`config.mk`:
```
export PLATFORM = sky130hd
export DESIGN_NAME = bit_serial_adder
export DESIGN_NICKNAME = d
export VERILOG_FILES = /design/src/rtl/bit_serial_adder.sv
export SDC_FILE = /design/constraint.sdc
export NUM_CORES = 1
export LEC_CHECK = 0
export BUFFER_PORTS_ARGS = -buffer_cell sky130_fd_sc_hd__buf_2
export CORE_MARGIN = 3
export CORE_UTILIZATION = 40
export CTS_BUF_LIST = sky130_fd_sc_hd__clkbuf_8
export DETAILED_ROUTE_END_ITERATION = 10
export MAX_ROUTING_LAYER = met4
export PLACE_DENSITY = 0.7
export SETUP_SLACK_MARGIN = 0.4
export SLEW_MARGIN = 30
export SYNTH_ARGS = -nofsm -noshare
export SYNTH_HDL_FRONTEND = slang
export SYNTH_SLANG_ARGS = --single-unit
```
`constraint.sdc`:
```
create_clock -name clk -period 3.1 [get_ports clk]
set_input_delay 0.155 -clock clk [delete_from_list [all_inputs] [get_ports clk]]
set_output_delay 0.155 -clock clk [all_outputs]
set_load 0.01 [all_outputs]
```
`src/rtl/bit_serial_adder.sv`:
```
// Bit-serial N-bit adder: latches two operands, adds one bit per clock LSB first,
// and presents the parallel result with a start/busy/done handshake.
// Optional signed-overflow output enabled by defining BIT_SERIAL_ADDER_OVF_EN.
module bit_serial_adder #(
   parameter int unsigned WIDTH = 8
) (
   input  logic             clk,
   input  logic             rst_n,
   input  logic             start,
   input  logic [WIDTH-1:0] a,
   input  logic [WIDTH-1:0] b,
   input  logic             cin,
   output logic             busy,
   output logic             done,
   output logic [WIDTH-1:0] sum,
   output logic             cout
`ifdef BIT_SERIAL_ADDER_OVF_EN
   ,
   output logic             ovf
`endif
);

   localparam int unsigned CW = (WIDTH > 1) ? $clog2(WIDTH) : 1;

   typedef enum logic [1:0] {
      S_IDLE  = 2'd0,
      S_SHIFT = 2'd1,
      S_DONE  = 2'd2
   } state_t;

   state_t           r_state;
   state_t           w_state_nxt;
   logic             w_load;
   logic             w_shift;
   logic             w_last;

   logic [WIDTH-1:0] r_opa;
   logic [WIDTH-1:0] r_opb;
   logic             r_carry;
   logic [CW-1:0]    r_cnt;
   logic [WIDTH-2:0] r_sh;

   logic             w_s;
   logic             w_co;
   logic [WIDTH-1:0] w_sh_nxt;

   // Full-adder cell fed by the operand LSBs and the stored carry
   assign w_s      = r_opa[0] ^ r_opb[0] ^ r_carry;
   assign w_co     = (r_opa[0] & r_opb[0]) | (r_carry & (r_opa[0] ^ r_opb[0]));
   assign w_sh_nxt = {w_s, r_sh};

   always_ff @(posedge clk or negedge rst_n) begin
      if (!rst_n) r_state <= S_IDLE;
      else        r_state <= w_state_nxt;
   end

   always_comb begin
      w_state_nxt = r_state;
      w_load      = 1'b0;
      w_shift     = 1'b0;
      w_last      = 1'b0;
      case (r_state)
         S_IDLE: begin
            if (start) begin
               w_load      = 1'b1;
               w_state_nxt = S_SHIFT;
            end
         end
         S_SHIFT: begin
            w_shift = 1'b1;
            if (r_cnt == CW'(WIDTH - 1)) begin
               w_last      = 1'b1;
               w_state_nxt = S_DONE;
            end
         end
         S_DONE:  w_state_nxt = S_IDLE;
         default: w_state_nxt = S_IDLE;
      endcase
   end

   // Operand/carry/count datapath and registered handshake outputs
   always_ff @(posedge clk or negedge rst_n) begin
      if (!rst_n) begin
         r_opa   <= '0;
         r_opb   <= '0;
         r_carry <= 1'b0;
         r_cnt   <= '0;
         r_sh    <= '0;
         busy    <= 1'b0;
         done    <= 1'b0;
         sum     <= '0;
         cout    <= 1'b0;
      end else begin
         done <= w_last;
         if (w_load) begin
            r_opa   <= a;
            r_opb   <= b;
            r_carry <= cin;
            r_cnt   <= '0;
            r_sh    <= '0;
            busy    <= 1'b1;
         end else if (w_shift) begin
            r_opa   <= r_opa >> 1;
            r_opb   <= r_opb >> 1;
            r_carry <= w_co;
            r_sh    <= w_sh_nxt[WIDTH-1:1];
            // Counter holds on the final bit so it never wraps
            if (!w_last) r_cnt <= r_cnt + CW'(1);
         end
         if (w_last) begin
            sum  <= w_sh_nxt;
            cout <= w_co;
            busy <= 1'b0;
         end
      end
   end

`ifdef BIT_SERIAL_ADDER_OVF_EN
   // Carry into the MSB is the stored carry while the MSB is in the cell
   always_ff @(posedge clk or negedge rst_n) begin
      if (!rst_n)      ovf <= 1'b0;
      else if (w_last) ovf <= r_carry ^ w_co;
   end
`endif

endmodule

```
* Word-level counts from Yosys, hierarchy flattened *
Index checks and enable logic that the tools add are counted.

cells by class
  equality and inequality tests = 5
  add/subtract/negate cells = 1
  shifts and indexed selects = 0
  multiplexer cells = 21
  multiply operators = 0
  $lt $le $gt $ge = 0
  reductions and logical operators = 5
  bitwise logic cells = 5
  div/mod/pow operators = 0

operator list
  operator               number
  $mux W8                4
  $mux W7                2
  $mux W1                9
  $mux W3                3
  $ne A2 B2 Y1 const B   3
  $mux W2                2
  $pmux W2 S2            1
  $reduce_and A2 Y1      2
  $reduce_bool A2 Y1     2
  $add A3 B1 Y3 const B  1
  $eq A3 B3 Y1 const B   1
  $and A1 B1 Y1          2
  $eq A2 B1 Y1 const B   1
  $logic_not A2 Y1       1
  $xor A1 B1 Y1          2
  $or A1 B1 Y1           1

storage, ports and cells
  bits in registers = 40
  bits of input ports = 20
  memories kept = 0
  memory bits (writable) = 0
  output and inout bits = 11
  latch bits = 0
  ROM bits = 0

* Depth between registers and ports, before layout *
Gate-level depths: netlist of the first run.

  word-level depth = 6
  mapped depth = 6
  gate-level depth less buffers = 5

* Least setup slack after synthesis of the first run *
No wires, ideal clock.

  path type = register to register
  from = register r_cnt[0]
  to = register sum[0]
  data arrival time = 1.476 ns
  stages on the path, launching flop included = 7
  data required time = 2.975 ns
  library setup time = 0.125 ns
  path slack = 1.499 ns
  cells stage by stage = dfrtp_1 > ha_1 > ha_1 > clkbuf_1 > nand2_8 > inv_4 > mux2_4

on the way
  longest elaborated chain between the ends = 3

RTL lines
  item                      line  source
  start: declaration        40    logic [CW-1:0] r_cnt;
  start signal: assignment  108   if (!w_last) r_cnt <= r_cnt + CW'(1);
  $eq A3 B3 Y1              71    if (r_cnt == CW'(WIDTH - 1)) begin
  $mux W1                   71
  $mux W1                   62    case (r_state)
  via w_last                35    logic w_last;
  end signal: assignment    111   sum <= w_sh_nxt;
  end: declaration          15    output logic [WIDTH-1:0] sum,

The timed path passes the listed nets, and every way through them passes these cells.
A chain may end at the register's enable or synchronous reset.

* Worst setup path after layout of the first run *
  from = register r_state[1]
  to = register sum[0]

on the way
  longest elaborated chain between the ends = 2

RTL lines
  item                      line  source
  start: declaration        31    state_t r_state;
  start signal: assignment  54    else r_state <= w_state_nxt;
  $eq A2 B1 Y1              62
  $mux W1                   62
  via w_last                35

The timed path passes the listed nets, and every way through them passes these cells.

==> run summary, run 1 <==
DIE
--------------------------------------------------------------------------------------
Site Rows                                                                           23
Number of top-level pins                                                            31
Floorplan core area                                                          4120 um^2
Die footprint                                                                5220 um^2
Chip width                                                                     72.2 um
Die height                                                                     72.2 um
Initial core utilization                                                         42.7%

CTS
--------------------------------------------------------------------------------------
Maximum number of buffers from clock root to sink                                    2
Inserted Clock Buffers                                                               5
H-tree levels                                                                        2
Cell chosen for the clock root                                                clkbuf_8
Latest clock arrival within the worst-skew pair                                0.28 ns
CTS tree                                                                          done
Post-CTS Setup Inserts                                                               0
Worst-path clk slew                                                            0.08 ns
Clock sink total                                                                    40

PWR
--------------------------------------------------------------------------------------
Flop pwr share                                                                   46.6%
Gate power share                                                                 37.1%
IR Drop Worst-Case VDD                                                          431 uV
Net Sw Frac                                                                      35.5%
Post-layout power                                                              2.00 mW
Static power due to leakage                                                   0.959 nW
PD cells                                                                   997 nW/um^2
Portion of total power attributed to the clock network                           16.2%
Total internal power                                                           1.29 mW
Switching power summed over all nets                                          0.711 mW

PLACEMENT
--------------------------------------------------------------------------------------
Total instance count after detailed placement                                      221
Weighted congestion reported at the end of routability-driven placement          0.794
Number of I/O port buffers                                                          30
Detailed-placement wirelength estimate                                         2410 um

CRITICAL PATH
--------------------------------------------------------------------------------------
Chain of cells forming the critical path                                  nor2b_2 -> nand2_8 -> inv_4 -> mux2_4
Maximum cell stage delay along the critical path                               0.58 ns
Critical path peak fanout                                                           16
Arrival time at the worst endpoint                                             1.95 ns
Worst setup path class                                                         reg2reg
Kind of launch point of the worst setup path                                  register
Crit end category                                                             register
Slowest library cell on the worst path                                         dfrtp_1
Worst EP required                                                              3.28 ns

CELLS AND AREA
--------------------------------------------------------------------------------------
Area added between synthesis and finish                                          14.5%
Core utilization of the finished layout                                          48.9%
Antenna fix cells                                                                    0
Final Net Count                                                                    202
Share of final-layout standard cells stronger than drive strength 1              29.6%
Number of non-filler instances in the completed layout                             229

HOLD PATH
--------------------------------------------------------------------------------------
Class of the most critical hold timing path                                     in2reg

DETAILED ROUTING
--------------------------------------------------------------------------------------
Routed Wire Length                                                             3400 um
Number of routed nets with antenna violations                                        0
Per-cell routed wire length                                                    14.8 um
Via-per-instance ratio                                                            5.40
Remaining routing DRC violations                                                     0
Vias post-DR                                                                      1237
Drt first-iter violations                                                           86
Number of iterations in the first detailed-routing pass                              4

STA
--------------------------------------------------------------------------------------
Max-slew headroom at the worst pin                                               63.9%
Final period utilization                                                         57.2%
RSZ-0062 raised after global routing                                             false
Final Critical Period                                                          1.77 ns
Total of endpoints with negative setup slack in the final report                     0
Final slew viol count                                                                0
Total negative slack for setup checks                                             0 ns
Worst Clk Skew                                                              0.00717 ns
Slew at the pin with the worst max-slew slack                                 0.539 ns
Final hold violation count                                                           0
FMAX                                                                           564 MHz
Final worst hold slack                                                        0.118 ns

GLOBAL ROUTING
--------------------------------------------------------------------------------------
Number of global-route vias before repair                                         1215
Gr ovfl total                                                                        0
Global-route wire length before repair                                         5780 um
Initial antenna violation count                                                      0
Total Routing Usage GR                                                           14.5%
Maximum number of pins on one net before global-route repair                        41

RUN
--------------------------------------------------------------------------------------
Max-cap violation count                                                              0

SYNTHESIS
--------------------------------------------------------------------------------------
Number of instances in the synthesized netlist                                     149
Number of register bits inferred by synthesis                                       40
Synth Net Count                                                                    172
Share of the yosys chip area belonging to registers                              57.0%
Summed instance area of the synthesized netlist                              1760 um^2
Mean post-synth cell area                                                    11.8 um^2
Number of synthesis warnings                                                         0
Netlist cell types                                                                  32

OUTCOME
--------------------------------------------------------------------------------------
Run status                                                                   completed

metrics by stage:
| step | cell area (um^2) | setup WS [ns] |
|---|---|---|
| 6_report | 2010 | 1.33 |
| 5_1_grt | 2010 | 1.21 |
| 4_1_cts | 2000 | 1.34 |
| 3_5_place_dp | 1920 | 1.35 |
| 3_3_place_gp | 1920 | 1.41 |
| 2_1_floorplan | 1760 | 1.50 |
registers in the layout, indices dropped and copies added (netlist names):
register and count:
r_opa 8, r_opb 8, sum 8, r_sh 7
r_cnt 3, r_state 2, busy 1, cout 1
done 1, r_carry 1
per-layer routing:
layer / track usage (%) / share of wire, % / routed length, um / vias to the layer above
met4: 3.13 / 0.38 / 13 / 0
met3: 3.60 / 5.7 / 195 / 2
met5: - / 0 / 0 / -
met1: 19.3 / 47 / 1610 / 599
li1: - / - / - / 600
met2: 22.6 / 46 / 1570 / 36
area by class of cell:
class | count | area, um^2
multi-input cells | 96 | 682
repair buffers | 31 | 163
well taps | 50 | 62.6
flip-flops and latches | 40 | 1000
fillers | 397 | 2100
clock buffers | 5 | 68.8
inverters | 5 | 21.3
clock inverters | 2 | 12.5
kinds of logic after synthesis:
logic type / count (synthesis) / synth area share [%]
AO/OA/AOI/OAI: 43 / 16.8
adder cells (fa/ha/maj): 3 / 2.57
buffers and inverters: 13 / 4.13
flip-flops: 40 / 57.0
multiplexers: 9 / 7.70
AND/OR/NAND/NOR: 41 / 11.8
power by group through the flow:
stage / sequential, mW / clock (mW) / combinational, mW
final: 0.934 / 0.326 / 0.744
after global routing: 0.971 / 0.356 / 0.833
after CTS: 0.936 / 0.331 / 0.757
after detailed placement: 0.943 / 0 / 0.756
after global placement: 0.929 / 0 / 0.724
after floorplan: 0.915 / 0 / 0.590
worst max-delay path: cells and delay by family (launching register included):
kind / cells / cell delay [ns]
DFF: 1 / 0.58
muxes: 1 / 0.29
buffers and inverters: 1 / 0.09
and+or+nand+nor: 2 / 0.70
Yosys cell counts (all sizes together):
cell     number  share of area (%)
a32o          1               0.57
buf           6                2.5
or2           1               0.36
a21oi        11                3.1
fa            1                1.1
a22o          7                3.5
nand2         6                2.4
nor2b         2               0.86
a22oi         4                1.7
ha            2                1.4
nor2         15                3.2
a32oi         1               0.50
o2bb2ai       3                1.5
clkbuf        2               0.43
nor3         11                3.1
inv           5                1.2
o21ai         2               0.57
nand2b        2               0.71
dfrtp        40                 57
o21ba         1               0.57
o32ai         1               0.50
o22ai        12                4.3
nand3         4                1.1
mux2          9                7.7
cells in the final DEF (no fill, tap or decap), drive strengths merged:
| cell type | count |
|---|---|
| a21oi | 11 |
| a22o | 7 |
| a22oi | 4 |
| a32o | 1 |
| a32oi | 1 |
| buf | 30 |
| clkbuf | 5 |
| clkinv | 1 |
| clkinvlp | 1 |
| dfrtp | 40 |
| dlygate4sd3 | 1 |
| fa | 1 |
| ha | 2 |
| inv | 5 |
| mux2 | 9 |
| nand2 | 6 |
| nand2b | 2 |
| nand3 | 4 |
| nor2 | 15 |
| nor2b | 2 |
| nor3 | 11 |
| o21ai | 2 |
| o21ba | 1 |
| o22ai | 12 |
| o2bb2ai | 3 |
| o32ai | 1 |
| or2 | 1 |
final timing paths:
| path | startpoint | to | slack [ns] | cells past startpoint |
|---|---|---|---|---|
| hold reg to reg | r_opa[7] | r_opa[7] | 0.51 | 1 |
| max in group asynchronous | rst_n | r_opb[7] | 2.38 | 2 |
| setup reg to reg | r_state[1] | sum[0] | 1.33 | 4 |
| min in group asynchronous | rst_n | sum[5] | 0.38 | 2 |
| setup / recovery | r_state[1] | sum[0] | 1.33 | 4 |
| hold / removal | b[0] | r_opb[0] | 0.12 | 3 |
repair_timing:
item                       CTS  global route
gates resized for setup      0             0
hold endpoints to repair     0            40
setup endpoints to repair    0             0
hold buffers                 0             1
Note: power is estimated with default switching activity, not from simulation.
==> run 2: changes to the inputs <==
--- a/config.mk
+++ b/config.mk
@@ -11,7 +11,7 @@
 export CTS_BUF_LIST = sky130_fd_sc_hd__clkbuf_8
 export DETAILED_ROUTE_END_ITERATION = 10
 export MAX_ROUTING_LAYER = met4
-export PLACE_DENSITY = 0.7
+export PLACE_DENSITY = 0.73
 export SETUP_SLACK_MARGIN = 0.4
 export SLEW_MARGIN = 30
 export SYNTH_ARGS = -nofsm -noshare
==> constraint.sdc (replaced) <==
create_clock -name clk -period 1.6 [get_ports clk]
set_input_delay 0.08 -clock clk [delete_from_list [all_inputs] [get_ports clk]]
set_output_delay 0.08 -clock clk [all_outputs]
set_load 0.01 [all_outputs]
==> run 2 against run 1 <==
  * Sequential share of layout area decreased by 5.8 points
  * Register-to-register slack got worse by 1.1 ns
  * Die area unchanged
  * Routed wire length increased by 7.7%
  * Largest power group is now combinational cells
  * Count of clock-buffer cells in the layout unchanged
  * Setup slack got worse by 1.1 ns
  * Non-clock buffer count increased by 17
  * Critical path depth increased by 1
  * Largest cell class unchanged
  * Critical endpoint unchanged
  * Sequential power increased by 91%
  * Clock power increased to 2.5 times the previous value
==> run summary, run 2 (synthesized netlist as in run 1, its figures left out) <==
OUTCOME
--------------------------------------------------------------------------------------
Run status                                                                   completed   unchanged

DIE
--------------------------------------------------------------------------------------
Die footprint                                                                5220 um^2   unchanged
Die height                                                                     72.2 um   unchanged
Initial core utilization                                                         42.7%   unchanged
Floorplan core area                                                          4120 um^2   unchanged
Chip width                                                                     72.2 um   unchanged
Site Rows                                                                           23   unchanged
Number of top-level pins                                                            31   unchanged

GLOBAL ROUTING
--------------------------------------------------------------------------------------
Gr ovfl total                                                                        0   unchanged
Global-route wire length before repair                                         6290 um   was 5780 um
Maximum number of pins on one net before global-route repair                        19   was 41
Initial antenna violation count                                                      0   unchanged
Total Routing Usage GR                                                           16.1%   was 14.5%
Number of global-route vias before repair                                         1308   was 1215

PLACEMENT
--------------------------------------------------------------------------------------
Weighted congestion reported at the end of routability-driven placement          0.752   was 0.794
Number of I/O port buffers                                                          30   unchanged
DP Worst Slack                                                                0.118 ns   was 1.35 ns
Detailed-placement wirelength estimate                                         2350 um   was 2410 um

DETAILED ROUTING
--------------------------------------------------------------------------------------
Number of routed nets with antenna violations                                        0   unchanged
Drt first-iter violations                                                           73   was 86
DR top layer                                                                      met4   unchanged
Met3 routed WL                                                                  208 um   was 195 um
Routed Wire Length                                                             3660 um   was 3400 um
Via-per-instance ratio                                                            5.29   was 5.40
Vias post-DR                                                                      1322   was 1237
Routed length on met2                                                          1660 um   was 1570 um
Number of iterations in the first detailed-routing pass                              4   unchanged
Total routed wire length on the met1 layer                                     1740 um   was 1610 um
Per-cell routed wire length                                                    14.6 um   was 14.8 um
Remaining routing DRC violations                                                     0   unchanged

PWR
--------------------------------------------------------------------------------------
IR Drop Worst-Case VDD                                                          936 uV   was 431 uV
Portion of total power attributed to the clock network                           18.5%   was 16.2%
Switching power summed over all nets                                           1.52 mW   was 0.711 mW
Gate power share                                                                 41.8%   was 37.1%
Flop pwr share                                                                   39.7%   was 46.6%
PD cells                                                                  1960 nW/um^2   was 997 nW/um^2
Static power due to leakage                                                    1.09 nW   was 0.959 nW
Net Sw Frac                                                                      33.9%   was 35.5%
Total internal power                                                           2.95 mW   was 1.29 mW

CELLS AND AREA
--------------------------------------------------------------------------------------
Regs by FF count                                                          r_opa (8), r_opb (8), sum (8)   unchanged
Antenna fix cells                                                                    0   unchanged
Final Net Count                                                                    222   was 202
Area added between synthesis and finish                                          29.8%   was 14.5%
Top library cells by usage in the layout, fill and taps aside             39 x dfrtp_1, 30 x buf_2, 16 x buf_4, 15 x nor2_1, 12 x o22ai_1   was 40 x dfrtp_1, 29 x buf_2, 15 x nor2_1, 12 x o22ai_1
Share of final-layout standard cells stronger than drive strength 1              42.5%   was 29.6%
Leading cell type in the layout, fill and taps excluded                        dfrtp_1   unchanged

CRITICAL PATH
--------------------------------------------------------------------------------------
Worst EP required                                                              1.78 ns   was 3.28 ns
Slowest library cell on the worst path                                         dfrtp_1   unchanged
Startpoint of the lowest-slack register-to-register path                      r_cnt[1]   was r_state[1]
Reg-to-reg setup timing slack                                                  0.26 ns   was 1.33 ns
Chain of cells forming the critical path                                  ha_2 -> ha_4 -> nand2_8 -> inv_4 -> mux2_4   was nor2b_2 -> nand2_8 -> inv_4 -> mux2_4
R2r worst-path depth                                                                 5   was 4
Arrival time at the worst endpoint                                             1.52 ns   was 1.95 ns
Maximum cell stage delay along the critical path                               0.37 ns   was 0.58 ns
Crit end category                                                             register   unchanged
Worst setup path class                                                         reg2reg   unchanged
Worst flop-to-flop path endpoint                                                sum[0]   unchanged
Critical path peak fanout                                                            8   was 16
Kind of launch point of the worst setup path                                  register   unchanged

STA
--------------------------------------------------------------------------------------
Max-slew headroom at the worst pin                                               81.6%   was 63.9%
Worst Setup Slack, final                                                      0.261 ns   was 1.33 ns
RSZ-0062 raised after global routing                                              true   was false
FMAX                                                                           747 MHz   was 564 MHz
Worst Clk Skew                                                              0.00694 ns   was 0.00717 ns
Final slew viol count                                                                0   unchanged
Final hold violation count                                                           0   unchanged
Slew at the pin with the worst max-slew slack                                 0.275 ns   was 0.539 ns
Final Critical Period                                                          1.34 ns   was 1.77 ns
Total negative slack for setup checks                                             0 ns   unchanged
Final period utilization                                                         83.7%   was 57.2%
Total of endpoints with negative setup slack in the final report                     0   unchanged

CTS
--------------------------------------------------------------------------------------
Worst-path clk slew                                                            0.08 ns   about the same
Inserted Clock Buffers                                                               5   unchanged
Clock sink total                                                                    40   unchanged
Cell chosen for the clock root                                                clkbuf_8   unchanged
H-tree levels                                                                        2   unchanged
CTS tree                                                                          done   unchanged
Latest clock arrival within the worst-skew pair                                0.30 ns   was 0.28 ns
Maximum number of buffers from clock root to sink                                    2   unchanged

HOLD PATH
--------------------------------------------------------------------------------------
Worst Hold Endpoint                                                           r_opb[0]   unchanged
Number of stages on the worst hold path                                              3   unchanged
Startpoint of the tightest hold check path                                        b[0]   unchanged
Class of the most critical hold timing path                                     in2reg   unchanged

RUN
--------------------------------------------------------------------------------------
Max-cap violation count                                                              0   unchanged

## run 2: power by group through the flow
| stage | logic [mW] | clock network [mW] | registers [mW] |
|---|---|---|---|
| finish | 1.87 | 0.825 | 1.78 |
| global route | 2.06 | 0.890 | 1.84 |
| CTS | 1.79 | 0.838 | 1.77 |
| detailed placement | 1.54 | 0 | 1.80 |
| global placement | 1.49 | 0 | 1.78 |
| floorplan | 1.17 | 0 | 1.77 |
## run 2: layout make-up
type / instances / area [um^2]
multi-input combinational: 98 / 774
timing repair inverter: 1 / 7.51
sequential: 40 / 1000
clock inverter: 3 / 42.5
tap: 50 / 62.6
inverter: 5 / 25.0
timing repair buffer: 48 / 295
clock buffer: 5 / 68.8
fill: 362 / 1840
## run 2: worst max-delay path, delay by kind of cell (launching register included)
kind          cells  cell delay, ns
buf+inv           1            0.07
fa+ha+maj         2            0.42
flops             1            0.37
mux               1            0.28
simple gates      1            0.10
## run 2: worst max path at each step
stage | depth (start not counted) | start | slack [ns] | end
3_3_place_gp | 5 | r_cnt[0] | 0.15 | sum[0]
4_1_cts | 4 | r_cnt[1] | 0.26 | sum[6]
6_report | 5 | r_cnt[1] | 0.26 | sum[0]
3_5_place_dp | 5 | r_cnt[0] | 0.12 | sum[0]
5_1_grt | 5 | r_cnt[0] | 0.22 | sum[0]
2_1_floorplan | 6 | r_cnt[0] | 0.17 | sum[0]
## run 2: what timing repair did
action / in CTS / in global routing
buffers inserted: 9 / 2
pin swaps: 2 / 2
setup endpoints to repair: 37 / 39
cloned: 1 / 2
hold endpoints to repair: 40 / 0
hold buffers: 1 / 0
gates resized for setup: 13 / 6
## run 2: per-layer routing
layer,vias to the layer above,global-route usage [%]
li1,647,-
met1,624,21.9
met2,43,22.4
met3,8,4.29
met4,0,7.31
met5,-,-
## run 2: per-stage QoR
step / total power [mW] / hold WS [ns] / instances / cell area [um^2] / util (%)
after floorplan: 2.94 / -0.216 / 149 / 1770 / -
after global placement: 3.28 / -0.0673 / 227 / 1970 / 47.8
after detailed placement: 3.34 / -0.0660 / 227 / 1970 / 47.8
after CTS: 4.40 / 0.0255 / 246 / 2220 / 54.0
after global routing: 4.80 / 0.0397 / 250 / 2280 / 55.4
final: 4.47 / 0.0297 / 250 / 2280 / 55.4
==> run 3: changes to the inputs <==
--- a/config.mk
+++ b/config.mk
@@ -5,13 +5,14 @@
 export SDC_FILE = /design/constraint.sdc
 export NUM_CORES = 1
 export LEC_CHECK = 0
+export ABC_AREA = 1
 export BUFFER_PORTS_ARGS = -buffer_cell sky130_fd_sc_hd__buf_2
 export CORE_MARGIN = 3
 export CORE_UTILIZATION = 40
 export CTS_BUF_LIST = sky130_fd_sc_hd__clkbuf_8
 export DETAILED_ROUTE_END_ITERATION = 10
 export MAX_ROUTING_LAYER = met4
-export PLACE_DENSITY = 0.73
+export PLACE_DENSITY = 0.7
 export SETUP_SLACK_MARGIN = 0.4
 export SLEW_MARGIN = 30
 export SYNTH_ARGS = -nofsm -noshare
==> constraint.sdc (replaced) <==
create_clock -name clk -period 1.37 [get_ports clk]
set_input_delay 0.0685 -clock clk [delete_from_list [all_inputs] [get_ports clk]]
set_output_delay 0.0685 -clock clk [all_outputs]
set_load 0.01 [all_outputs]
==> run 3 against run 2 <==
  * Total power is 37% higher
  * First-iteration DRC count is 81% higher
  * Sequential share of layout area is 8.6 points lower
  * Flip-flop and latch count stayed put
  * Global-route usage is 4.0 points higher
  * Synthesized cell count is 28% higher
  * Via count is 23% higher
  * Final cell count is 22% higher
  * Critical path depth is 1 higher
==> run summary, run 3 <==
DETAILED ROUTING
--------------------------------------------------------------------------------------
Drt first-iter violations                                                          132   was 73
Total routed wire length on the met1 layer                                     2180 um   was 1740 um
DR top layer                                                                      met4   unchanged
Remaining routing DRC violations                                                     0   unchanged
Per-cell routed wire length                                                    16.2 um   was 14.6 um
Via-per-instance ratio                                                            5.31   was 5.29
Routed length on met2                                                          2510 um   was 1660 um
Routed Wire Length                                                             4940 um   was 3660 um
Vias post-DR                                                                      1624   was 1322
Met3 routed WL                                                                  179 um   was 208 um
Number of routed nets with antenna violations                                        0   unchanged
Number of iterations in the first detailed-routing pass                              4   unchanged

GLOBAL ROUTING
--------------------------------------------------------------------------------------
Number of global-route vias before repair                                         1582   was 1308
Gr ovfl total                                                                        0   unchanged
Initial antenna violation count                                                      0   unchanged
Total Routing Usage GR                                                           20.2%   was 16.1%
Global-route wire length before repair                                         7990 um   was 6290 um
Maximum number of pins on one net before global-route repair                        41   was 19

CRITICAL PATH
--------------------------------------------------------------------------------------
Chain of cells forming the critical path                                  ha_4 -> ha_4 -> inv_8 -> nand3_4 -> nand3_2 -> nand2_1   was ha_2 -> ha_4 -> nand2_8 -> inv_4 -> mux2_4
Critical path peak fanout                                                            7   was 8
Reg-to-reg setup timing slack                                                  0.15 ns   was 0.26 ns
Arrival time at the worst endpoint                                             1.41 ns   was 1.52 ns
Crit end category                                                             register   unchanged
Maximum cell stage delay along the critical path                               0.42 ns   was 0.37 ns
Worst setup path class                                                         reg2reg   unchanged
Worst EP required                                                              1.56 ns   was 1.78 ns
Critical Path Most Common Cell                                                    ha_4
Worst path bufs/invs                                                                 1   unchanged
Slowest library cell on the worst path                                         dfrtp_1   unchanged
Largest delay contributor family on the critical path                       flip-flops   was adder cells
Kind of launch point of the worst setup path                                  register   unchanged

CTS
--------------------------------------------------------------------------------------
Cell chosen for the clock root                                                clkbuf_8   unchanged
CTS tree                                                                          done   unchanged
Worst-path clk slew                                                            0.08 ns   about the same
Inserted Clock Buffers                                                               5   unchanged
Maximum number of buffers from clock root to sink                                    2   unchanged
H-tree levels                                                                        2   unchanged
Clock sink total                                                                    40   unchanged
Latest clock arrival within the worst-skew pair                                0.30 ns   about the same

DIE
--------------------------------------------------------------------------------------
Initial core utilization                                                         41.8%   was 42.7%
Die height                                                                     73.9 um   was 72.2 um
Site Rows                                                                           24   was 23
Floorplan core area                                                          4410 um^2   was 4120 um^2
Die footprint                                                                5460 um^2   was 5220 um^2
Chip width                                                                     73.9 um   was 72.2 um
Number of top-level pins                                                            31   unchanged

PLACEMENT
--------------------------------------------------------------------------------------
Number of I/O port buffers                                                          30   unchanged
DP Worst Slack                                                                0.111 ns   was 0.118 ns
Weighted congestion reported at the end of routability-driven placement          0.740   was 0.752
Total instance count after detailed placement                                      270   was 227
Detailed-placement wirelength estimate                                         2690 um   was 2350 um

OUTCOME
--------------------------------------------------------------------------------------
Run status                                                                   completed   unchanged

STA
--------------------------------------------------------------------------------------
Final period utilization                                                         89.3%   was 83.7%
Final slew viol count                                                                0   unchanged
Slew at the pin with the worst max-slew slack                                 0.410 ns   was 0.275 ns
Max-slew headroom at the worst pin                                               72.7%   was 81.6%
Total negative slack for setup checks                                             0 ns   unchanged
Final worst hold slack                                                       0.0130 ns   was 0.0297 ns
Final hold violation count                                                           0   unchanged
Worst Setup Slack, final                                                      0.146 ns   was 0.261 ns
Total of endpoints with negative setup slack in the final report                     0   unchanged
FMAX                                                                           817 MHz   was 747 MHz
Worst Clk Skew                                                               0.0113 ns   was 0.00694 ns
RSZ-0062 raised after global routing                                              true   unchanged
Final Critical Period                                                          1.22 ns   was 1.34 ns

CELLS AND AREA
--------------------------------------------------------------------------------------
Regs by FF count                                                          r_opa (8), r_opb (8), sum (8)   unchanged
Antenna fix cells                                                                    0   unchanged
Share of final-layout standard cells stronger than drive strength 1              59.1%   was 42.5%
Number of non-filler instances in the completed layout                             306   was 250
Core utilization of the finished layout                                          64.1%   was 55.4%
Final Net Count                                                                    277   was 222
Leading cell type in the layout, fill and taps excluded                        nand2_1   was dfrtp_1
Area added between synthesis and finish                                          53.6%   was 29.8%
Number of fill cells in the layout                                                 332   was 362
Top library cells by usage in the layout, fill and taps aside             42 x nand2_1, 41 x nand3_2, 39 x dfrtp_1, 30 x buf_2, 18 x nand3_1   was 39 x dfrtp_1, 30 x buf_2, 16 x buf_4, 15 x nor2_1, 12 x o22ai_1

PWR
--------------------------------------------------------------------------------------
Static power due to leakage                                                    1.45 nW   was 1.09 nW
IR Drop Worst-Case VDD                                                          934 uV   was 936 uV
PD cells                                                                  2160 nW/um^2   was 1960 nW/um^2

HOLD PATH
--------------------------------------------------------------------------------------
Class of the most critical hold timing path                                     in2reg   unchanged

SYNTHESIS
--------------------------------------------------------------------------------------
Share of flip-flops with an asynchronous set or reset after synthesis             100%   unchanged
Leading cell types by count after synthesis                               57 x nand2_1, 48 x nand3_1, 40 x dfrtp_1   was 40 x dfrtp_1, 15 x nor2_1, 12 x o22ai_1
Ys flop type                                                                   dfrtp_1   unchanged
Number of register bits inferred by synthesis                                       40   unchanged
Synth Net Count                                                                    213   was 172
Number of flops mapped to enable cells by yosys                                      0   unchanged
Cell type contributing the most total cell area after synthesis                dfrtp_1   unchanged
Number of instances in the synthesized netlist                                     190   was 149
Netlist cell types                                                                  18   was 32
Area fraction of the dominant cell type after synthesis                          54.3%   was 57.0%
Summed instance area of the synthesized netlist                              1840 um^2   was 1760 um^2
Mean post-synth cell area                                                    9.70 um^2   was 11.8 um^2
Synth area leaders                                                        dfrtp_1 54%, nand3_1 13%, nand2_1 12%   was dfrtp_1 57%, mux2_4 7.7%, o22ai_1 4.3%
Number of synthesis warnings                                                         0   unchanged
Count leader, synth                                                            nand2_1   was dfrtp_1
Share of the yosys chip area belonging to registers                              54.3%   was 57.0%

RUN
--------------------------------------------------------------------------------------
Max-cap violation count                                                              0   unchanged

run 3: cell types whose count changed in the layout (fill, tap and decap cells not counted), sizes merged, moves of 4 or more:
cell   before  now
nand2       7   72
nand3       4   60
o22ai      12    0
a21oi      11    0
nor2       15    4
nor3       11    0
buf        47   57
mux2        9    0
a22o        7    0
a22oi       4    0
run 3: logic make-up after synthesis:
group	synth area share, %
flops	54.3
simple gates	38.0
buf+inv	5.29
fa+ha+maj	2.44
run 3: worst min-delay path: stages:
cell and delay (ns):
buf_2 0.08, nand3_2 0.07, nand3_2 0.06
run 3: what timing repair did:
item	CTS	global route
resized for setup	24	26
cloned	5	2
buffers inserted	14	5
endpoints found under the setup margin	40	40
hold buffers	3	0
pin swaps	8	17
endpoints found under the hold margin	42	0
run 3: layout make-up:
| type | count | area (um^2) | share of cell area [%] |
|---|---|---|---|
| multi-input combinational | 140 | 1080 | 38.0 |
| sequential | 40 | 1000 | 35.4 |
| timing repair buffer | 62 | 564 | 19.9 |
| clock buffer | 5 | 68.8 | 2.43 |
| tap | 52 | 65.1 | 2.30 |
| inverter | 4 | 37.5 | 1.33 |
| clock inverter | 2 | 8.76 | 0.309 |
| timing repair inverter | 1 | 8.76 | 0.309 |
run 3: path summary, 6_finish.rpt:
check / from / endpoint / cells past startpoint
max: r_cnt[0] / r_cnt[2] / 6
min: a[0] / r_opa[0] / 3
max reg2reg: r_cnt[0] / r_cnt[2] / 6
min reg2reg: sum[6] / sum[6] / 2
max in group asynchronous: rst_n / r_opb[7] / 3
min in group asynchronous: rst_n / r_opa[2] / 3
run 3: report_power, final:
| part | leakage [nW] | total [mW] | internal [mW] | switching, mW |
|---|---|---|---|---|
| clock network | 0.0452 | 0.753 | 0.339 | 0.413 |
| logic | 0.892 | 3.23 | 1.59 | 1.64 |
| registers | 0.511 | 2.12 | 1.66 | 0.461 |
run 3: metal layers:
layer | up-vias | GRT usage, %
li1 | 760 | -
met1 | 809 | 26.9
met2 | 46 | 30.2
met3 | 9 | 4.92
met4 | 0 | 6.24
met5 | - | -
run 3: per-stage QoR:
stage / total power [mW] / area [um^2]
finish: 6.11 / 2830
detailed placement: 4.15 / 2240
CTS: 5.59 / 2640
global route: 6.52 / 2830
global placement: 4.07 / 2240
floorplan: 3.69 / 2040
